### src/rtl/seq_ser_pkg.sv
// Shared types and constants for the serial word feeder.
package seq_ser_pkg;
  localparam int DEFAULT_WIDTH = 8;

  typedef enum logic [1:0] {
    IDLE   = 2'd0,
    SHIFT  = 2'd1,
    PARITY = 2'd2
  } state_t;
endpackage

### src/rtl/seq_serializer_if.sv
// Parallel-in handshake and serial-out bundle between upstream, serializer and detector.
interface seq_serializer_if
  import seq_ser_pkg::*;
  #(parameter int WIDTH = DEFAULT_WIDTH);
  logic [WIDTH-1:0] in_data;
  logic             in_valid;
  logic             in_ready;
  logic             ser_out;
  logic             ser_valid;
  logic             word_start;
  logic             busy;
  logic [1:0]       state_out;

  modport master (
    output in_data, in_valid,
    input  in_ready, ser_out, ser_valid, word_start, busy, state_out
  );

  modport slave (
    input  in_data, in_valid,
    output in_ready, ser_out, ser_valid, word_start, busy, state_out
  );
endinterface

### src/rtl/seq_ser_hold_reg.sv
// Single-entry valid/ready holding buffer; ready depends only on occupancy and reset.
module seq_ser_hold_reg
  import seq_ser_pkg::*;
  #(parameter int WIDTH = DEFAULT_WIDTH)
  (
    input  logic             clk,
    input  logic             rst,
    input  logic [WIDTH-1:0] push_data,
    input  logic             push_valid,
    output logic             push_ready,
    input  logic             pop,
    output logic             hold_full,
    output logic [WIDTH-1:0] hold_data
  );

  logic push;

  assign push_ready = !hold_full && !rst;
  assign push       = push_valid && push_ready;

  // push needs an empty slot and pop needs a full one, so they never coincide
  always_ff @(posedge clk) begin
    if (rst)       hold_full <= 1'b0;
    else if (push) hold_full <= 1'b1;
    else if (pop)  hold_full <= 1'b0;
  end

  always_ff @(posedge clk) begin
    if (push) hold_data <= push_data;
  end
endmodule

### src/rtl/seq_serializer.sv
// MSB-first word serializer feeding the sequence detector.
// Optional even-parity bit after each word when SEQ_SER_PARITY_EN is defined.
module seq_serializer
  import seq_ser_pkg::*;
  #(
    parameter int   WIDTH    = DEFAULT_WIDTH,
    parameter logic IDLE_BIT = 1'b0
  )
  (
    input  logic             clk,
    input  logic             rst,
    seq_serializer_if.slave  bus
  );

  localparam int CNT_W = $clog2(WIDTH);
  localparam logic [CNT_W-1:0] CNT_TOP = CNT_W'(WIDTH - 1);

  state_t           state, state_nxt;
  logic [WIDTH-1:0] shift_reg;
  logic [WIDTH-1:0] hold_data;
  logic [CNT_W-1:0] bit_cnt;
  logic             hold_full;
  logic             load;
  logic             ser_out_c;
  logic             ser_valid_c;

  seq_ser_hold_reg #(.WIDTH(WIDTH)) u_hold (
    .clk        (clk),
    .rst        (rst),
    .push_data  (bus.in_data),
    .push_valid (bus.in_valid),
    .push_ready (bus.in_ready),
    .pop        (load),
    .hold_full  (hold_full),
    .hold_data  (hold_data)
  );

`ifdef SEQ_SER_PARITY_EN
  logic par_bit;

  always_ff @(posedge clk) begin
    if (load) par_bit <= ^hold_data;
  end
`endif

  always_ff @(posedge clk) begin
    if (rst) state <= IDLE;
    else     state <= state_nxt;
  end

  always_ff @(posedge clk) begin
    if (rst)                                 bit_cnt <= '0;
    else if (load)                           bit_cnt <= CNT_TOP;
    else if (state == SHIFT && bit_cnt != 0) bit_cnt <= bit_cnt - 1'b1;
  end

  always_ff @(posedge clk) begin
    if (load)                shift_reg <= hold_data;
    else if (state == SHIFT) shift_reg <= {shift_reg[WIDTH-2:0], 1'b0};
  end

  // load doubles as the buffer pop, so a reload and a new accept never share an edge
  always_comb begin
    state_nxt   = state;
    load        = 1'b0;
    ser_out_c   = IDLE_BIT;
    ser_valid_c = 1'b0;
    case (state)
      IDLE: begin
        if (hold_full) begin
          load      = 1'b1;
          state_nxt = SHIFT;
        end
      end
      SHIFT: begin
        ser_out_c   = shift_reg[WIDTH-1];
        ser_valid_c = 1'b1;
        if (bit_cnt == 0) begin
`ifdef SEQ_SER_PARITY_EN
          state_nxt = PARITY;
`else
          load      = hold_full;
          state_nxt = hold_full ? SHIFT : IDLE;
`endif
        end
      end
`ifdef SEQ_SER_PARITY_EN
      PARITY: begin
        ser_out_c   = par_bit;
        ser_valid_c = 1'b1;
        load        = hold_full;
        state_nxt   = hold_full ? SHIFT : IDLE;
      end
`endif
      default: state_nxt = IDLE;
    endcase
  end

  assign bus.ser_out    = ser_out_c;
  assign bus.ser_valid  = ser_valid_c;
  assign bus.word_start = (state == SHIFT) && (bit_cnt == CNT_TOP);
  assign bus.busy       = hold_full || (state != IDLE);
  assign bus.state_out  = state;
endmodule

### src/flat_wrapper.sv
// flat-port wrapper written by rule: the top's interface ports become plain ports
module seq_serializer_flat import seq_ser_pkg::*;
#(
    parameter int   WIDTH    = DEFAULT_WIDTH,
    parameter logic IDLE_BIT = 1'b0
  )
  (clk, rst, bus_in_data, bus_in_valid, bus_in_ready, bus_ser_out, bus_ser_valid, bus_word_start, bus_busy, bus_state_out);
  seq_serializer_if #(.WIDTH(WIDTH)) bus_i ();
  input  logic clk;
  input  logic rst;
  input wire logic [$bits(bus_i.in_data)-1:0] bus_in_data;
  input wire logic [$bits(bus_i.in_valid)-1:0] bus_in_valid;
  output wire logic [$bits(bus_i.in_ready)-1:0] bus_in_ready;
  output wire logic [$bits(bus_i.ser_out)-1:0] bus_ser_out;
  output wire logic [$bits(bus_i.ser_valid)-1:0] bus_ser_valid;
  output wire logic [$bits(bus_i.word_start)-1:0] bus_word_start;
  output wire logic [$bits(bus_i.busy)-1:0] bus_busy;
  output wire logic [$bits(bus_i.state_out)-1:0] bus_state_out;
  assign bus_i.in_data = bus_in_data;
  assign bus_i.in_valid = bus_in_valid;
  assign bus_in_ready = bus_i.in_ready;
  assign bus_ser_out = bus_i.ser_out;
  assign bus_ser_valid = bus_i.ser_valid;
  assign bus_word_start = bus_i.word_start;
  assign bus_busy = bus_i.busy;
  assign bus_state_out = bus_i.state_out;
  seq_serializer #(.WIDTH(WIDTH), .IDLE_BIT(IDLE_BIT)) u_core (.clk(clk), .rst(rst), .bus(bus_i));
endmodule
### config.mk
export PLATFORM = sky130hd
export DESIGN_NAME = seq_serializer_flat
export DESIGN_NICKNAME = d
export VERILOG_FILES = /design/src/rtl/seq_ser_pkg.sv /design/src/rtl/seq_serializer_if.sv /design/src/rtl/seq_ser_hold_reg.sv /design/src/rtl/seq_serializer.sv /design/src/flat_wrapper.sv
export SDC_FILE = /design/constraint.sdc
export NUM_CORES = 1
export LEC_CHECK = 0
export CAP_MARGIN = 0
export CORE_ASPECT_RATIO = 1.5
export CORE_MARGIN = 10
export CORE_UTILIZATION = 45
export CTS_CLUSTER_SIZE = 40
export DETAILED_ROUTE_END_ITERATION = 10
export GPL_ROUTABILITY_DRIVEN = 0
export GPL_TIMING_DRIVEN = 1
export PLACE_DENSITY = 0.72
export SLEW_MARGIN = 5
export SYNTH_ARGS = -nofsm -noshare
export SYNTH_HDL_FRONTEND = slang
export SYNTH_HIERARCHICAL = 1
export SYNTH_SLANG_ARGS = --single-unit
### constraint.sdc
create_clock -name clk -period 2.24 [get_ports clk]
set_clock_uncertainty 0.1 [all_clocks]
set_input_delay 0.336 -clock clk [delete_from_list [all_inputs] [get_ports clk]]
set_output_delay 0.336 -clock clk [all_outputs]
set_load 0.05 [all_outputs]
==> results.txt <==
Area of the multi-input gates = 279 um^2
Post-synth top area cell = edfxtp_1
Initial detailed-routing violation count = 7
Initial antenna violation count = 0
Synth cell types = 23
Syn nets = 77
DP Cell Count = 97
Die width = 56.5 um
Achievable frequency = 0.539 GHz
Share of cells above drive strength 1 = 0.263
Crit-path max FO = 8
Largest net degree at the start of global routing = 13
Number of H-tree levels = 1
Worst-path clk slew = 0.11 ns
Post-CTS Setup Inserts = 0
Least-Margin Pin Slew = 0.516 ns
Status = finished clean
Post-synth EDFFs = 16
P_int = 0.000607 W
# DRC = 0
Top FF cell, synth = edfxtp_1
Unrepaired setup endpoints after global routing = false
Fin util = 0.586
Hold_buf cts = 0
Post-DP HPWL = 1.14 mm
Most common cell in the netlist = edfxtp_1
Nets = 95
Required time of the critical path = 2.19 ns
Total core area = 1880 um^2
Min-Delay Path Class = reg -> reg
Max Cap Viol = 0
Min cycle time layout = 1.86 ns
Post-synthesis sequential area ratio = 0.644
Final Max Tran Viols = 0
Net switching power = 0.000223 W
Reg power frac = 0.584
DR vias/cell = 5.07
Leak = 0.451 nW
Tcrit/Tclk final = 0.828
CTS tree = yes
CP Launch Type = flop
PD cells = 754 nW/um^2
CP arrival = 1.81 ns
Max VDD drop = 0.000469 V
#FFs+latches synth = 21
WS Path Type = reg -> reg
GRT Resource Usage Total = 0.0756
Post-Syn Area = 901 um^2
Top cells by count, synth = edfxtp_1 (16), mux2_2 (7), dfxtp_1 (5)
Synth area leaders = edfxtp_1 (53%), dfxtp_1 (11%), mux2_2 (8.8%), ha_1 (4.2%), a211oi_1 (3.3%)
# diodes = 0
Worst skew pair latency = 0.29 ns
Ys Warns = 6
Total power = 0.000830 W
Metal2 WL = 777 um
Total global routing overflow = 0
Sink Count = 21
Die area = 4230 um^2
Avg Cell Area, Syn = 14.3 um^2
Clk network pwr share = 0.205
Comb power frac = 0.210
Effective utilization at floorplan = 0.480
Drt pass-1 iters = 4
Total number of vias = 512
ANT nets after route = 0
Num CTS Buffers = 3
Vias in the first global route = 540
Synth top area share = 0.533
Final hold violation count = 0
CP Capture Type = flop
Global-route wire length before repair = 2.53 mm
Max clock buf depth = 2
Die Y = 74.8 um
Post-route insts no fill = 101
Root Driver = clkbuf_4
Accumulated negative setup slack = 0 ns
Routed wire length = 1.51 mm
Max layer used = met4
Metal3 WL = 79 um
# IOs = 18
Cts repair resizes = 0
Syn Inst Count = 63
Detailed-route wire length per cell = 14.9 um
Setup-failing EPs final = 0
Slew headroom = 0.656
Buffers on Ports = 16
Post-Route M1 WL = 629 um
Sequential cell area = 581 um^2
Std cell rows = 19
Net Sw Frac = 0.268
Async S/R FF share, synth = 0
Filler cells = 156
Area grow syn2layout = 22.1%
[cell families after synthesis]
family,Yosys count,synth area share
flops,21,0.644
simple gates,14,0.0917
compound gates,9,0.0847
buf+inv,8,0.0458
mux,7,0.0875
fa+ha+maj,3,0.0417
other cells,1,0.00416
[stage by stage]
step	instance area (um^2)	hold slack [ns]	setup WS, ns
after floorplan	901	0.298	0.379
after global placement	1070	0.430	0.382
after detailed placement	1070	0.433	0.313
after CTS	1090	0.462	0.0496
after global routing	1100	0.471	0.280
final	1100	0.454	0.385
[power by group through the flow]
stage          Clock (W)  Combinational (W)  Sequential [W]
2_1_floorplan          0           0.000122        0.000491
3_3_place_gp           0           0.000172        0.000493
3_5_place_dp           0           0.000175        0.000495
4_1_cts         0.000186           0.000176        0.000485
5_1_grt         0.000203           0.000190        0.000490
6_report        0.000170           0.000175        0.000485
[worst max-delay path: stages, from the launching register on]
cell,delay [ns]
dfxtp_1,0.35
inv_1,0.08
ha_1,0.25
nor2b_2,0.19
o21ai_4,0.26
mux2_2,0.38
[path summary, 6_finish.rpt]
check | from | depth (start not counted) | slack (ns) | to
min reg2reg | u_core/shift_reg[3] | 1 | 0.45 | u_core/shift_reg[4]
max reg2reg | u_core/bit_cnt[0] | 5 | 0.38 | u_core/shift_reg[1]
min | u_core/shift_reg[3] | 1 | 0.45 | u_core/shift_reg[4]
max | u_core/bit_cnt[0] | 5 | 0.38 | u_core/shift_reg[1]
[placed cells by master (no fill, tap or decap), types with 3 or more instances in the layout]
master / synthesis / routed
dfxtp_1: 5 / 5
buf_4: 3 / 3
mux2_2: 7 / 7
clkbuf_4: 0 / 3
a211oi_1: 4 / 4
edfxtp_1: 16 / 16
ha_1: 3 / 3
clkdlybuf4s50_1: 0 / 10
inv_1: 4 / 4
nand2b_1: 3 / 3
[cell type report]
cell class,count,area share
tap,21,0.0239
sequential,21,0.528
inverter,5,0.0171
clock inverter,1,0.00455
timing repair buffer,16,0.152
multi-input combinational,34,0.254
clock buffer,3,0.0205
[layer usage]
metal	global-route usage	vias to the layer above
met5	0	-
met4	0.0483	0
met3	0.0219	2
met2	0.127	11
met1	0.0819	240
li1	-	259
No activity file was read; power rests on OpenSTA's default activity.
==> RTL edit, RTL diff (config.mk and constraints unchanged) <==
Set the package constant `DEFAULT_WIDTH` to 16 (it was 8).
--- a/src/rtl/seq_ser_pkg.sv
+++ b/src/rtl/seq_ser_pkg.sv
@@ -1,6 +1,6 @@
 // Shared types and constants for the serial word feeder.
 package seq_ser_pkg;
-  localparam int DEFAULT_WIDTH = 8;
+  localparam int DEFAULT_WIDTH = 16;
 
   typedef enum logic [1:0] {
     IDLE   = 2'd0,
Interface: changed (resized bus_in_data); port bits go from 18 to 26. The function was not compared with the original's and may differ.
==> RTL edit against the unedited design <==
- via count grew 62%
- setup slack worse by 270 ps
- wire length rose by 69%
- power up 120%
- highest routed layer unchanged
- sequential share of layout area is 1.3 points higher
- sequential power grew 84%
- design area rose by 82%
- sequential cell count grew 17
- area after synthesis up 73%
- non-clock buffer count rose by 12
- die area rose by 48%
- maximum frequency down 13%
==> RTL edit: results (changes against the unedited design) <==
outcome=finished, final reports clean (unchanged); Routed WL=2550 um (was 1510 um); maximum vdd drop=624 uV (was 469 uV); clk root buf=clkbuf_8 (was clkbuf_4); Synth Area in XOR/XNOR=0.00561 (was 0); Num CTS Buffers=5 (was 3); crit-path max cell delay=880 ps (was 380 ps); clock transition at the registers of the reported paths=70 ps (was 110 ps); Syn Inst Count=89 (was 63); Buffers on Ports=24 (was 16); Fill cells=278 (was 156); CP delay by family, top=buffers and inverters (was multiplexers); sw frac=0.218 (was 0.268); vias per cell=5.09 (was 5.07); Post-synth ARST share=0 (unchanged); Critical Path AT=1690 ps (was 1810 ps); number of global-route vias before repair=874 (was 540); Post-synth EDFFs=32 (was 16); DR iter-0 viols=30 (was 7); Setup TNS=0 ps (unchanged); crit path max fanout=12 (was 8); Commonest cells post-synth=edfxtp_1, mux2_4, mux2_2 (was edfxtp_1, mux2_2, dfxtp_1); First-pass DRT Iterations=4 (unchanged); Synth cell types=26 (was 23); clock latency on the worst-skew pair=290 ps (about the same); complex-gate fraction of the synthesized area=0.0569 (was 0.0847); Cells after DPL=155 (was 97); HPWL Detailed=1870 um (was 1140 um); Leakage Power=0.742 nW (was 0.451 nW); post-layout net count=141 (was 95); CTS resizes=0 (unchanged); adder-cell share of the synthesized area=0.0160 (was 0.0417); largest net degree at the start of global routing=17 (was 13); slowest cell on the critical path=clkdlybuf4s50_1 (was mux2_2); gr usage total=0.0895 (was 0.0756); Synth warnings=6 (unchanged); initial antenna violation count=0 (unchanged); syn nets=110 (was 77); sequential fraction of the synthesis area=0.692 (was 0.644); Worst Max-Slew Pin Slew=500 ps (was 516 ps); depth of the CTS H-tree=2 (was 1); vias after detailed routing=830 (was 512); fraction of layout instances using a drive strength above 1=0.322 (was 0.263); largest cells by area after synthesis=edfxtp_1, dfxtp_1, mux2_4 (was edfxtp_1, dfxtp_1, mux2_2); global-route wire length before repair=4200 um (was 2530 um); mux cell area share after synthesis=0.127 (was 0.0875)
## RTL edit: layout make-up
class	count	area, um^2	area share
clock buffer	5	68.8	0.0344
clock inverter	3	68.8	0.0344
inverter	5	18.8	0.00939
multi-input combinational	42	424	0.212
sequential	38	1080	0.541
tap	42	52.6	0.0263
timing repair buffer	28	285	0.143
## RTL edit: path summary, 6_finish.rpt
kind	slack, ps	end	from	depth (start not counted)
setup / recovery	120	bus_state_out[0]	u_core/bus.state_out[0]$_SDFFE_PP0P_	1
hold / removal	440	u_core/shift_reg[0]$_SDFFCE_PN0P_	u_core/u_hold/hold_data[0]$_DFFE_PP_	1
setup reg to reg	330	u_core/shift_reg[1]$_DFFE_PP_	u_core/bit_cnt[0]$_SDFFE_PP0P_	6
hold reg to reg	440	u_core/shift_reg[0]$_SDFFCE_PN0P_	u_core/u_hold/hold_data[0]$_DFFE_PP_	1
## RTL edit: cell families (layout without fill, tap and decap cells)
group           count (synthesis)  in the layout
other cells                     1              1
mux                            15             15
buf+inv                         9             41
flops                          38             38
xor+xnor                        1              1
compound gates                 10             10
fa+ha+maj                       2              2
simple gates                   13             13
## RTL edit: power by group through the flow
stage / registers, mW / clock network (mW) / logic, mW
floorplan: 0.897 / 0 / 0.193
global placement: 0.902 / 0 / 0.273
detailed placement: 0.907 / 0 / 0.284
CTS: 0.891 / 0.695 / 0.285
global route: 0.899 / 0.726 / 0.302
finish: 0.890 / 0.679 / 0.281
## RTL edit: per-layer routing
layer	up-vias	global-route usage	part of all wire
met4	0	0.0455	0.016
met5	-	0	0
met2	20	0.141	0.54
met1	409	0.0945	0.37
li1	396	-	-
met3	5	0.0451	0.068
## RTL edit: metrics by stage
stage	power [mW]	hold slack (ps)	setup WS [ps]	instance area (um^2)	util
floorplan	1.09	298	204	1560	-
global placement	1.17	424	364	1860	0.550
detailed placement	1.19	409	331	1860	0.550
CTS	1.87	438	95.2	2000	0.591
global route	1.93	445	11.7	2000	0.591
finish	1.85	437	116	2000	0.591
